==> src/rtl/multi_event_timer.sv <==
// -----------------------------------------------------------------------------
// multi_event_timer
//
// Purpose:
//   NUM_CH independent countdown timers that share one slow tick enable (for
//   example a 30 Hz frame strobe). Each channel is loaded from its own
//   run-time period. It counts down once per qualifying tick, and it pulses
//   rise for one clk cycle when a tick arrives while the counter is already 0.
//   In periodic mode the channel then reloads and keeps running. In one-shot
//   mode it returns to IDLE.
//
// Ports:
//   clk        in   system clock
//   resetN     in   asynchronous active-low reset
//   tick       in   slow-rate enable, one clk cycle wide
//   pause      in   global freeze; ticks are ignored while high
//   start      in   [NUM_CH]        per-channel start/restart (loads period)
//   stop       in   [NUM_CH]        per-channel abort (highest priority)
//   periodic   in   [NUM_CH]        1 = auto-reload, 0 = one-shot
//   period     in   [NUM_CH*CNT_W]  channel i at [i*CNT_W +: CNT_W]
//   rise       out  [NUM_CH]        one-cycle expiry pulse per channel
//   rise_any   out  OR of all rise bits, aligned with rise
//   busy       out  [NUM_CH]        channel is in RUN
//   remaining  out  [NUM_CH*CNT_W]  current counter value, same packing
// -----------------------------------------------------------------------------
module multi_event_timer #(
  parameter int NUM_CH = 4,
  parameter int CNT_W  = 8
) (
  input  logic                      clk,
  input  logic                      resetN,
  input  logic                      tick,
  input  logic                      pause,
  input  logic [NUM_CH-1:0]         start,
  input  logic [NUM_CH-1:0]         stop,
  input  logic [NUM_CH-1:0]         periodic,
  input  logic [NUM_CH*CNT_W-1:0]   period,
  output logic [NUM_CH-1:0]         rise,
  output logic                      rise_any,
  output logic [NUM_CH-1:0]         busy,
  output logic [NUM_CH*CNT_W-1:0]   remaining
);

  typedef enum logic {
    IDLE = 1'b0,
    RUN  = 1'b1
  } state_t;

  // A tick counts for a channel only when it arrives unpaused.
  logic tick_ok;
  assign tick_ok = tick & ~pause;

  // Per-channel expiry decision for this cycle. It is also used to register
  // rise_any, so that rise_any lands in the same cycle as the rise bits.
  logic [NUM_CH-1:0] expire_vec;

  genvar gi;
  generate
    for (gi = 0; gi < NUM_CH; gi++) begin : g_ch
      state_t           state_reg;
      logic [CNT_W-1:0] cnt_reg;
      logic             rise_reg;
      logic [CNT_W-1:0] period_ch;

      assign period_ch = period[gi*CNT_W +: CNT_W];

      // stop and start both take priority over expiry. A start in the same
      // cycle as a tick swallows that tick.
      assign expire_vec[gi] = (state_reg == RUN) && tick_ok &&
                              (cnt_reg == '0) && !stop[gi] && !start[gi];

      always_ff @(posedge clk or negedge resetN) begin
        if (!resetN) begin
          state_reg <= IDLE;
          cnt_reg   <= '0;
          rise_reg  <= 1'b0;
        end else begin
          rise_reg <= 1'b0;
          if (stop[gi]) begin
            state_reg <= IDLE;
            cnt_reg   <= '0;
          end else if (start[gi]) begin
            state_reg <= RUN;
            cnt_reg   <= period_ch;
          end else if ((state_reg == RUN) && tick_ok) begin
            if (cnt_reg == '0) begin
              rise_reg <= 1'b1;
              // The mode is sampled at the moment of expiry.
              if (periodic[gi]) begin
                cnt_reg <= period_ch;
              end else begin
                state_reg <= IDLE;
              end
            end else begin
              cnt_reg <= cnt_reg - 1'b1;
            end
          end
        end
      end

      assign rise[gi]                       = rise_reg;
      assign busy[gi]                       = (state_reg == RUN);
      assign remaining[gi*CNT_W +: CNT_W]   = cnt_reg;
    end
  endgenerate

  logic rise_any_reg;

  always_ff @(posedge clk or negedge resetN) begin
    if (!resetN) begin
      rise_any_reg <= 1'b0;
    end else begin
      rise_any_reg <= |expire_vec;
    end
  end

  assign rise_any = rise_any_reg;

endmodule
==> config.mk <==
export PLATFORM = sky130hd
export DESIGN_NAME = multi_event_timer
export DESIGN_NICKNAME = d
export VERILOG_FILES = /design/src/rtl/multi_event_timer.sv
export SDC_FILE = /design/constraint.sdc
export NUM_CORES = 1
export LEC_CHECK = 0
export CAP_MARGIN = 10
export CORE_MARGIN = 2
export CORE_UTILIZATION = 43
export DETAILED_ROUTE_END_ITERATION = 7
export PLACE_DENSITY = 0.82
export SYNTH_ARGS = -nofsm -noshare
export SYNTH_HDL_FRONTEND = slang
export SYNTH_SLANG_ARGS = --single-unit
==> constraint.sdc <==
create_clock -name clk -period 2.1 [get_ports clk]
set_input_delay 0.315 -clock clk [delete_from_list [all_inputs] [get_ports clk]]
set_output_delay 0.315 -clock clk [all_outputs]
set_load 0.005 [all_outputs]
# == Yosys cells after proc, flatten, opt, wreduce, memory -nomap -nowiden ==
# Cells that the tools add are included.
# totals
regBits,41
out_inout_bits,41
wordCells,128
# op_classes
n_addsub,4
eq_ne,8
mux,56
bitwise,2
reduce_logical,45
# ops
cell,count
2-to-1 mux 8 bit,20
2-to-1 mux 1 bit,36
logical NOT 8 bit,4
"subtractor 8 x 1 -> 8 bit, second input constant",4
nonzero test 3 bit,8
logical AND 1 bit,16
"!= test 4 bit, second input constant",4
"!= test 3 bit, second input constant",4
AND reduction 3 bit,4
logical NOT 1 bit,8
AND reduction 2 bit,4
OR reduction 4 bit,1
AND 1 bit,1
inverter 1 bit,1

# == Depth between registers and ports, before layout ==
# Gate-level depths: netlist (run 1).
# depth
depth_word,7
ltp_mapped,8
ltp_nobuf,7

# == Worst setup path after synthesis (run 1) ==
# Ideal clock, no wire load.
# synth_timing
path_kind,reg2reg
start,reg g_ch[3].cnt_reg[0]
end,reg g_ch[3].cnt_reg[4]
setup_time_ps,96
t_arrival_ps,1985
slack_ps,20
path_stages_with_launch,9
period_less_slack_ps,2080
cell_sequence,dfrtp_1 -> inv_1 -> ha_1 -> or4b_1 -> buf_2 -> o311a_4 -> a21oi_2 -> nor2_1 -> a311oi_2
# synth_via
elab_chain_len,5
word_cells_on_any_way,8
cone_classes,add/sub (1); eq/ne (1); mux (4); reduce/logical (2)
# synth_rtl
element,line,rtl
"start, declared",61,logic [CNT_W-1:0] cnt_reg;
"start signal, assigned",84,cnt_reg <= period_ch;
"start signal, assigned",90,cnt_reg <= period_ch;
"start signal, assigned",95,cnt_reg <= cnt_reg - 1'b1;
subtractor 8 x 1 -> 8 bit or logical NOT 8 bit (tied branches),"95, 86",
2-to-1 mux 8 bit,86,if (cnt_reg == '0) begin
2-to-1 mux 8 bit,85,end else if ((state_reg == RUN) && tick_ok) begin
2-to-1 mux 8 bit,82,end else if (start[gi]) begin
2-to-1 mux 8 bit,79,if (stop[gi]) begin
# Parallel ways exist; a longest one is shown, timed or not. The select of a mux whose other input is x is not followed.
# A chain may end at the register's enable or synchronous reset.

# == Final worst setup path (run 1) ==
# Ends and elaborated chain as after synthesis.

==> run summary, run 1 <==
status: finished, final reports clean
Mapped Cells: 332
clk_skew: 0.00604 ns
initial core utilization: 0.444
endpoints failing setup: 0
worst slew pin tran: 0.532 ns
reg2reg setup slack: 0.08 ns
die height: 85.0 µm
CTS clk-pin slew, worst paths: 0.08 ns
worst endpoint required time: 2.30 ns
Final period util: 0.964
Synth Register Bits: 41
via count: 3136
HP Class: in2async
CP startpoint kind: flop
fin nets: 512
DRC Markers: 0
Port Buffers: 88
Crit Reg-Reg Endpoint: g_ch[3].cnt_reg[4]
CP Capture Type: flop
Core Region: 0.00635 mm²
Max VDD drop: 0.364 mV
Antenna Violating Nets Remaining: 0
Synth cell types: 67
Crit Path Class: reg2reg
Lkg Pwr: 1.76 nW
DIE WIDTH: 85.0 µm
detailed placement HPWL: 6.48 mm
number of global-route vias before repair: 3038
DR WL/cell: 16.4 µm
gp weighted congestion: 0.902
total gr overflow: 0
clock sink count: 41
H-tree levels: 2
number of setup buffers added after CTS: 0
# IOs: 89
Post-synth EDFFs: 0
clk_lat worst skew: 0.30 ns
r2r worst-path depth: 7
Final Power: 2.67 mW
post-layout utilization of the core: 0.673
dpl cells: 525
RSZ-0062 raised after global routing: false
setup TNS: 0 ns
initial antenna violation count: 0
Setup WS pre-CTS: -0.0839 ns
number of diodes: 0
drt total wl: 8.77 mm
Synth async-reset ratio: 1.00
Starting DRT DRC Count: 147
sequential share of the synthesized area: 0.364
netlist area before placement: 0.00282 mm²
clock tree buffer depth: 2
gr usage total: 0.239
Syn-to-layout area delta: 51.6%
Num CTS Buffers: 5
Non-Filler Instances: 534
syn nets: 388
fin crit period: 2.02 ns
final hold violations: 0
FP Rows: 29
maximum clock rate: 494 MHz
Syn Area/Cell: 8.49 µm²
first-pass GRT wire length: 14.4 mm
Max Cap Violations: 0
PD cells: 625 mW/mm²
TritonCTS clock tree: built
CTS Root Cell: clkbuf_8
worst-path maximum fanout: 4
r2r startpoint: g_ch[3].cnt_reg[0]
relative slew slack: 0.642
Max Slew Vio Count: 0
Die Footprint: 0.00722 mm²
via/cell ratio: 5.87
YS warnings: 0
Largest register FFs: 32
fraction of layout cells with a size suffix above 1: 0.190
1st-pass router iterations: 4
setup ws final: 0.0755 ns
crit path DAT: 2.23 ns
largest net degree at the start of global routing: 23
Main synth FF type: dfrtp_1
==> synth_stat cells, drive strengths merged (5+ instances only) <==
cell     n  area, µm²
a21oi   35        179
buf     12       78.8
clkbuf   5       18.8
dfrtp   41       1030
ha       8        100
inv     15       56.3
nand2   29        109
nand3    9       45.0
nor2    34        130
nor2b    6       37.5
nor3    14       75.1
nor4    10       68.8
o211ai   5       37.5
o21ai   13       65.1
o22ai    5       31.3
or3      6       37.5
or4      6       48.8
==> what timing repair did <==
item | in CTS | in global routing
pin swaps | 0 | 11
setup endpoints to repair | 8 | 18
hold buffers | 1 | 0
hold endpoints to repair | 19 | 0
resized for setup | 3 | 20
gates cloned | 0 | 0
==> routing by layer <==
layer / GRT usage / vias up / part of all wire
met1: 0.319 / 1491 / 0.44
li1: - / 1495 / -
met3: 0.0428 / 17 / 0.062
met4: 0.0635 / 0 / 0.013
met2: 0.401 / 133 / 0.49
met5: 0 / - / 0
==> per-stage QoR <==
stage,hold slack (ns),cell area [µm²]
after floorplan,0.0194,2820
after detailed placement,0.307,4050
final,0.514,4270
after CTS,0.518,4190
after global routing,0.560,4270
after global placement,0.303,4050
==> cells by family (layout without fill, tap and decap cells) <==
kind of cell	after synthesis	in the layout	share of synthesized area
simple gates	142	142	0.267
buf+inv	32	157	0.0546
flops	41	41	0.364
compound gates	106	106	0.268
mux	3	3	0.0106
fa+ha+maj	8	8	0.0355
==> layout by cell type, fill, tap and decap left out, types with 6 or more instances in the layout <==
cell type	synthesis	routed
a21oi_1	34	34
buf_4	8	43
clkbuf_8	0	6
clkdlybuf4s50_1	0	87
dfrtp_1	41	41
ha_1	8	7
inv_1	15	13
nand2_1	29	27
nand3_1	9	8
nor2_1	33	32
nor3_1	13	13
nor4_1	9	7
o21ai_0	12	12
==> how the worst max path moves through the flow <==
stage	slack [ns]	start	depth (start not counted)	to
finish	0.08	g_ch[3].cnt_reg[0]	7	g_ch[3].cnt_reg[4]
detailed placement	-0.08	g_ch[3].cnt_reg[0]	8	g_ch[3].cnt_reg[1]
global placement	0.02	g_ch[3].cnt_reg[0]	8	g_ch[3].cnt_reg[1]
global route	0.006	g_ch[3].cnt_reg[0]	9	g_ch[3].cnt_reg[6]
CTS	0.0003	g_ch[3].cnt_reg[0]	7	g_ch[3].cnt_reg[4]
floorplan	0.02	g_ch[3].cnt_reg[0]	8	g_ch[3].cnt_reg[4]
==> worst max-delay path, stage by stage (launching register included) <==
cell	delay, ns
dfrtp_1	0.40
inv_2	0.07
ha_1	0.15
or4b_4	0.51
o311a_4	0.36
a21oi_4	0.14
nor2_1	0.06
a311oi_2	0.24
==> where the power goes <==
part / switching (mW) / internal (mW) / total (mW)
Sequential: 0.0837 / 0.853 / 0.936
Combinational: 0.511 / 0.539 / 1.05
Clock: 0.297 / 0.388 / 0.685
==> final cells by class <==
class | count | area, µm²
fill | 544 | 2080
multi-input combinational | 259 | 1740
timing repair buffer | 134 | 1240
sequential | 41 | 1030
tap | 77 | 96.3
clock buffer | 7 | 86.3
inverter | 15 | 56.3
clock inverter | 1 | 30.0
No activity file was read; power rests on OpenSTA's default activity.
==> inputs of run 2 (changes only) <==
GPL_ROUTABILITY_DRIVEN = 0   (was default)
==> run summary, run 2 (same netlist as run 1, synthesis figures left out) <==
Max Slew Vio Count: 0 (unchanged)
Num CTS Buffers: 5 (unchanged)
largest net degree at the start of global routing: 42 (+83%)
H-tree levels: 2 (unchanged)
worst endpoint required time: 2.29 ns (about the same)
initial antenna violation count: 0 (unchanged)
Final period util: 0.998 (+0.0340)
DIE WIDTH: 85.0 µm (unchanged)
Port Buffers: 88 (unchanged)
worst-path maximum fanout: 4 (unchanged)
relative slew slack: 0.579 (-0.0633)
Max VDD drop: 0.473 mV (+30%)
Syn-to-layout area delta: 52.3%
PD cells: 619 mW/mm² (-0.91%)
detailed placement HPWL: 6.38 mm (-1.6%)
DRC Markers: 0 (unchanged)
total gr overflow: 0 (unchanged)
drt total wl: 8.86 mm (+0.95%)
clock sink count: 41 (unchanged)
FP Rows: 29 (unchanged)
number of diodes: 0 (unchanged)
final hold violations: 0 (unchanged)
crit path DAT: 2.29 ns (+0.06 ns)
maximum clock rate: 477 MHz (-3.4%)
clk_skew: 0.00609 ns (+0.0000522 ns)
reg2reg setup slack: 0.004 ns (-0.07 ns)
fin crit period: 2.10 ns (+0.0715 ns)
Antenna Violating Nets Remaining: 0 (unchanged)
1st-pass router iterations: 5 (+1)
Largest register FFs: 32 (unchanged)
r2r worst-path depth: 7 (unchanged)
gr usage total: 0.234 (-0.00511)
DR WL/cell: 16.5 µm (+0.38%)
CTS clk-pin slew, worst paths: 0.08 ns (about the same)
r2r startpoint: g_ch[3].cnt_reg[0]
via count: 3199 (+2.0%)
most frequent cells in the layout: clkdlybuf4s50_1 (87), buf_4 (45), dfrtp_1 (40), a21oi_1 (34), nor2_1 (32)
Max Cap Violations: 0 (unchanged)
Post-DP Area: 0.00405 mm² (unchanged)
HP Class: in2async
Hold Slack: 0.515 ns (+0.00124 ns)
initial core utilization: 0.444 (unchanged)
endpoints failing setup: 0 (unchanged)
# IOs: 89 (unchanged)
fraction of layout cells with a size suffix above 1: 0.193 (+0.00311)
most common cell after layout, fill and taps aside: clkdlybuf4s50_1
via/cell ratio: 5.96 (+1.4%)
CP startpoint kind: flop
first-pass GRT wire length: 14.1 mm (-2.0%)
Starting DRT DRC Count: 160 (+8.8%)
status: finished, final reports clean
Core Region: 0.00635 mm² (unchanged)
Die Footprint: 0.00722 mm² (unchanged)
die height: 85.0 µm (unchanged)
CTS Root Cell: clkbuf_8
post-route cell area: 0.00429 mm² (+0.47%)
Crit Reg-Reg Endpoint: g_ch[3].cnt_reg[4]
TritonCTS clock tree: built
number of global-route vias before repair: 3146 (+3.6%)
Lkg Pwr: 1.77 nW (+0.74%)
clock tree buffer depth: 2 (unchanged)
Crit Path Class: reg2reg
worst slew pin tran: 0.627 ns (+0.0951 ns)
CP Capture Type: flop
clk_lat worst skew: 0.29 ns (about the same)
fin nets: 515 (+0.59%)
## run 2: worst max-delay path by stage
stage	startpoint	to	slack (ns)	depth (start not counted)
floorplan	g_ch[3].cnt_reg[0]	g_ch[3].cnt_reg[4]	0.02	8
global placement	g_ch[3].cnt_reg[0]	g_ch[3].cnt_reg[1]	0.03	8
detailed placement	g_ch[3].cnt_reg[1]	g_ch[3].cnt_reg[1]	-0.07	8
CTS	g_ch[3].cnt_reg[1]	g_ch[3].cnt_reg[4]	0.01	7
global route	g_ch[0].cnt_reg[5]	g_ch[0].state_reg	-0.08	5
finish	g_ch[3].cnt_reg[0]	g_ch[3].cnt_reg[4]	0.004	7
## run 2: worst max-delay path, cell delays in order (launching register included)
cell      delay [ns]
dfrtp_1         0.40
inv_2           0.06
ha_2            0.16
or4b_4          0.51
o311a_4         0.37
a21oi_4         0.16
nor2_1          0.08
a311oi_2        0.27
## run 2: through the flow
step | worst slack, ns | std cells | utilization | setup TNS [ns] | total power, mW
3_5_place_dp | -0.0729 | 525 | 0.637 | -0.260 | 1.93
4_1_cts | 0.0132 | 534 | 0.660 | 0 | 2.62
2_1_floorplan | 0.0198 | 332 | - | 0 | 1.46
6_report | 0.00402 | 537 | 0.676 | 0 | 2.66
5_1_grt | -0.0832 | 537 | 0.676 | -0.292 | 2.80
3_3_place_gp | 0.0263 | 525 | 0.637 | 0 | 1.90
## run 2: power by group
group	switching, mW	internal [mW]
sequential	0.0829	0.853
combinational	0.510	0.539
clock	0.286	0.388
## run 2: cell type report
type                       instances  area (µm²)
inverter                          15        56.3
clock buffer                       7        86.3
clock inverter                     1        30.0
multi-input combinational        259        1730
sequential                        41        1030
tap                               77        96.3
fill                             523        2060
timing repair buffer             137        1270
## run 2: per-layer routing
| layer | vias up | wire (µm) | GRT usage |
|---|---|---|---|
| li1 | 1514 | - | - |
| met1 | 1534 | 3780 | 0.298 |
| met2 | 136 | 4380 | 0.398 |
| met3 | 15 | 566 | 0.0438 |
| met4 | 0 | 138 | 0.0808 |
| met5 | - | 0 | 0 |
## run 2: timing repair
action                                  CTS  global route
pin swaps                                 1             7
endpoints found under the hold margin    28             0
hold buffers                              1             0
resized for setup                         3            23
buffers inserted                          0             3
endpoints found under the setup margin    7            13
==> inputs of run 3 (changes only) <==
CAP_MARGIN = 20   (was 10)
CORE_UTILIZATION = 50   (was 43)
DONT_BUFFER_PORTS = 1   (was default)
PLACE_DENSITY = 0.72   (was 0.82)
==> run summary, run 3 (same netlist as run 1, synthesis figures left out) <==
Lkg Pwr: 1.38 nW (-22%)
initial antenna violation count: 0 (unchanged)
detailed placement HPWL: 5.65 mm (-11%)
Max VDD drop: 0.335 mV (-29%)
number of global-route vias before repair: 2644 (-16%)
FP Rows: 27 (-6.9%)
worst slew pin tran: 0.532 ns (-0.0954 ns)
worst-path maximum fanout: 6 (+2)
clk_lat worst skew: 0.29 ns (about the same)
CP Capture Type: flop
HP Class: in2reg
CP startpoint kind: flop
1st-pass router iterations: 4 (-1)
gr usage total: 0.252 (+0.0182)
CTS Root Cell: clkbuf_8
Core Region: 0.00547 mm² (-14%)
DIE WIDTH: 79.1 µm (-6.9%)
RSZ-0062 raised after global routing: true
Syn-to-layout area delta: 17.8%
Hold Slack: 0.0688 ns (-0.446 ns)
PD cells: 679 mW/mm² (+9.7%)
relative slew slack: 0.643 (+0.0641)
Largest register FFs: 32 (unchanged)
Final Power: 2.26 mW (-15%)
TritonCTS clock tree: built
Crit Path Class: reg2reg
crit path DAT: 2.29 ns (about the same)
final hold violations: 0 (unchanged)
DR WL/cell: 18.1 µm (+10%)
most frequent cells in the layout: dfrtp_1 (41), buf_4 (38), a21oi_1 (33), nor2_1 (31), nand2_1 (29)
via/cell ratio: 6.38 (+7.0%)
setup TNS: 0 ns (unchanged)
number of diodes: 0 (unchanged)
Max Slew Vio Count: 0 (unchanged)
most common cell after layout, fill and taps aside: dfrtp_1
CP Cell Sequence: inv_2, ha_4, or4b_4, o311ai_4, buf_4, o311ai_2, o21ai_1, nor2b_1
max incr delay on CP: 0.50 ns (about the same)
endpoints failing setup: 0 (unchanged)
first-pass GRT wire length: 12.7 mm (-10%)
Final period util: 0.982 (-0.0158)
fin crit period: 2.06 ns (-0.0332 ns)
total gr overflow: 0 (unchanged)
Crit-path slowest cell: or4b_4
drt total wl: 7.89 mm (-11%)
Port Buffers: 0 (-100%)
r2r worst-path depth: 8 (+1)
Antenna Violating Nets Remaining: 0 (unchanged)
Num CTS Buffers: 5 (unchanged)
initial core utilization: 0.515 (+0.0712)
fraction of layout cells with a size suffix above 1: 0.223 (+0.0297)
hold depth: 1
maximum clock rate: 485 MHz (+1.6%)
worst endpoint required time: 2.33 ns (+0.04 ns)
largest net degree at the start of global routing: 42 (unchanged)
clock tree buffer depth: 2 (unchanged)
die height: 79.1 µm (-6.9%)
CTS clk-pin slew, worst paths: 0.08 ns (about the same)
H-tree levels: 2 (unchanged)
# IOs: 89 (unchanged)
clock sink count: 41 (unchanged)
Die Footprint: 0.00626 mm² (-13%)
DRC Markers: 0 (unchanged)
Max Cap Violations: 0 (unchanged)
clk_skew: 0.00347 ns (-0.00262 ns)
fin nets: 418 (-19%)
via count: 2774 (-13%)
Starting DRT DRC Count: 172 (+7.5%)
status: finished, final reports clean
run 3: cell count changes in the layout (fill, tap and decap cells not counted), sizes merged:
cell	change
clkbuf	+1
buf	-10
clkdlybuf4s50	-87
bufinv	-1
run 3: worst max-delay path, delay by kind of cell, from the launching register on:
kind                     cells  cell delay, ns
AND/OR/NAND/NOR              2            0.62
AO/OA/AOI/OAI                3            0.59
flip-flops                   1            0.40
buffers and inverters        2            0.26
adder cells (fa/ha/maj)      1            0.13
run 3: power breakdown:
part	switching, mW	internal, mW
clock network	0.273	0.237
logic	0.444	0.366
registers	0.0842	0.853
total	0.801	1.46
run 3: routing by layer:
layer,part of all wire,vias up,track usage
met2,0.49,109,0.411
met1,0.42,1343,0.332
met5,0,-,0
met3,0.078,7,0.0670
met4,0.0080,0,0.0690
li1,-,1315,-
run 3: worst paths after layout:
check,startpoint,to,slack (ns)
min reg2reg,g_ch[2].cnt_reg[7],g_ch[2].cnt_reg[7],0.57
max,g_ch[3].cnt_reg[1],g_ch[3].cnt_reg[5],0.04
max reg2reg,g_ch[3].cnt_reg[1],g_ch[3].cnt_reg[5],0.04
min in group asynchronous,resetN,g_ch[3].cnt_reg[7],0.52
max in group asynchronous,resetN,g_ch[1].cnt_reg[2],1.38
min,stop[3],g_ch[3].cnt_reg[7],0.07
run 3: metrics by stage:
stage	area, µm²	utilization	std cells	worst slack [ns]
floorplan	2820	-	332	0.0198
global placement	3060	0.559	420	0.0391
detailed placement	3060	0.559	420	-0.0769
CTS	3200	0.585	431	-0.00469
global route	3320	0.607	435	-0.0723
finish	3320	0.607	435	0.0373
run 3: final cells by class:
cell class	count	area [µm²]
Inverter	15	56.3
Multi-Input combinational cell	259	1760
Timing Repair Buffer	40	315
Tap cell	72	90.1
Sequential cell	41	1030
Fill cell	475	2150
Clock buffer	8	80.1
run 3: repair_timing:
item                                    CTS  global route
pin swaps                                 0             9
hold buffers                              2             0
gates resized for setup                   3            25
endpoints found under the setup margin    7            24
setup buffers                             1             4
hold endpoints to repair                 41             0
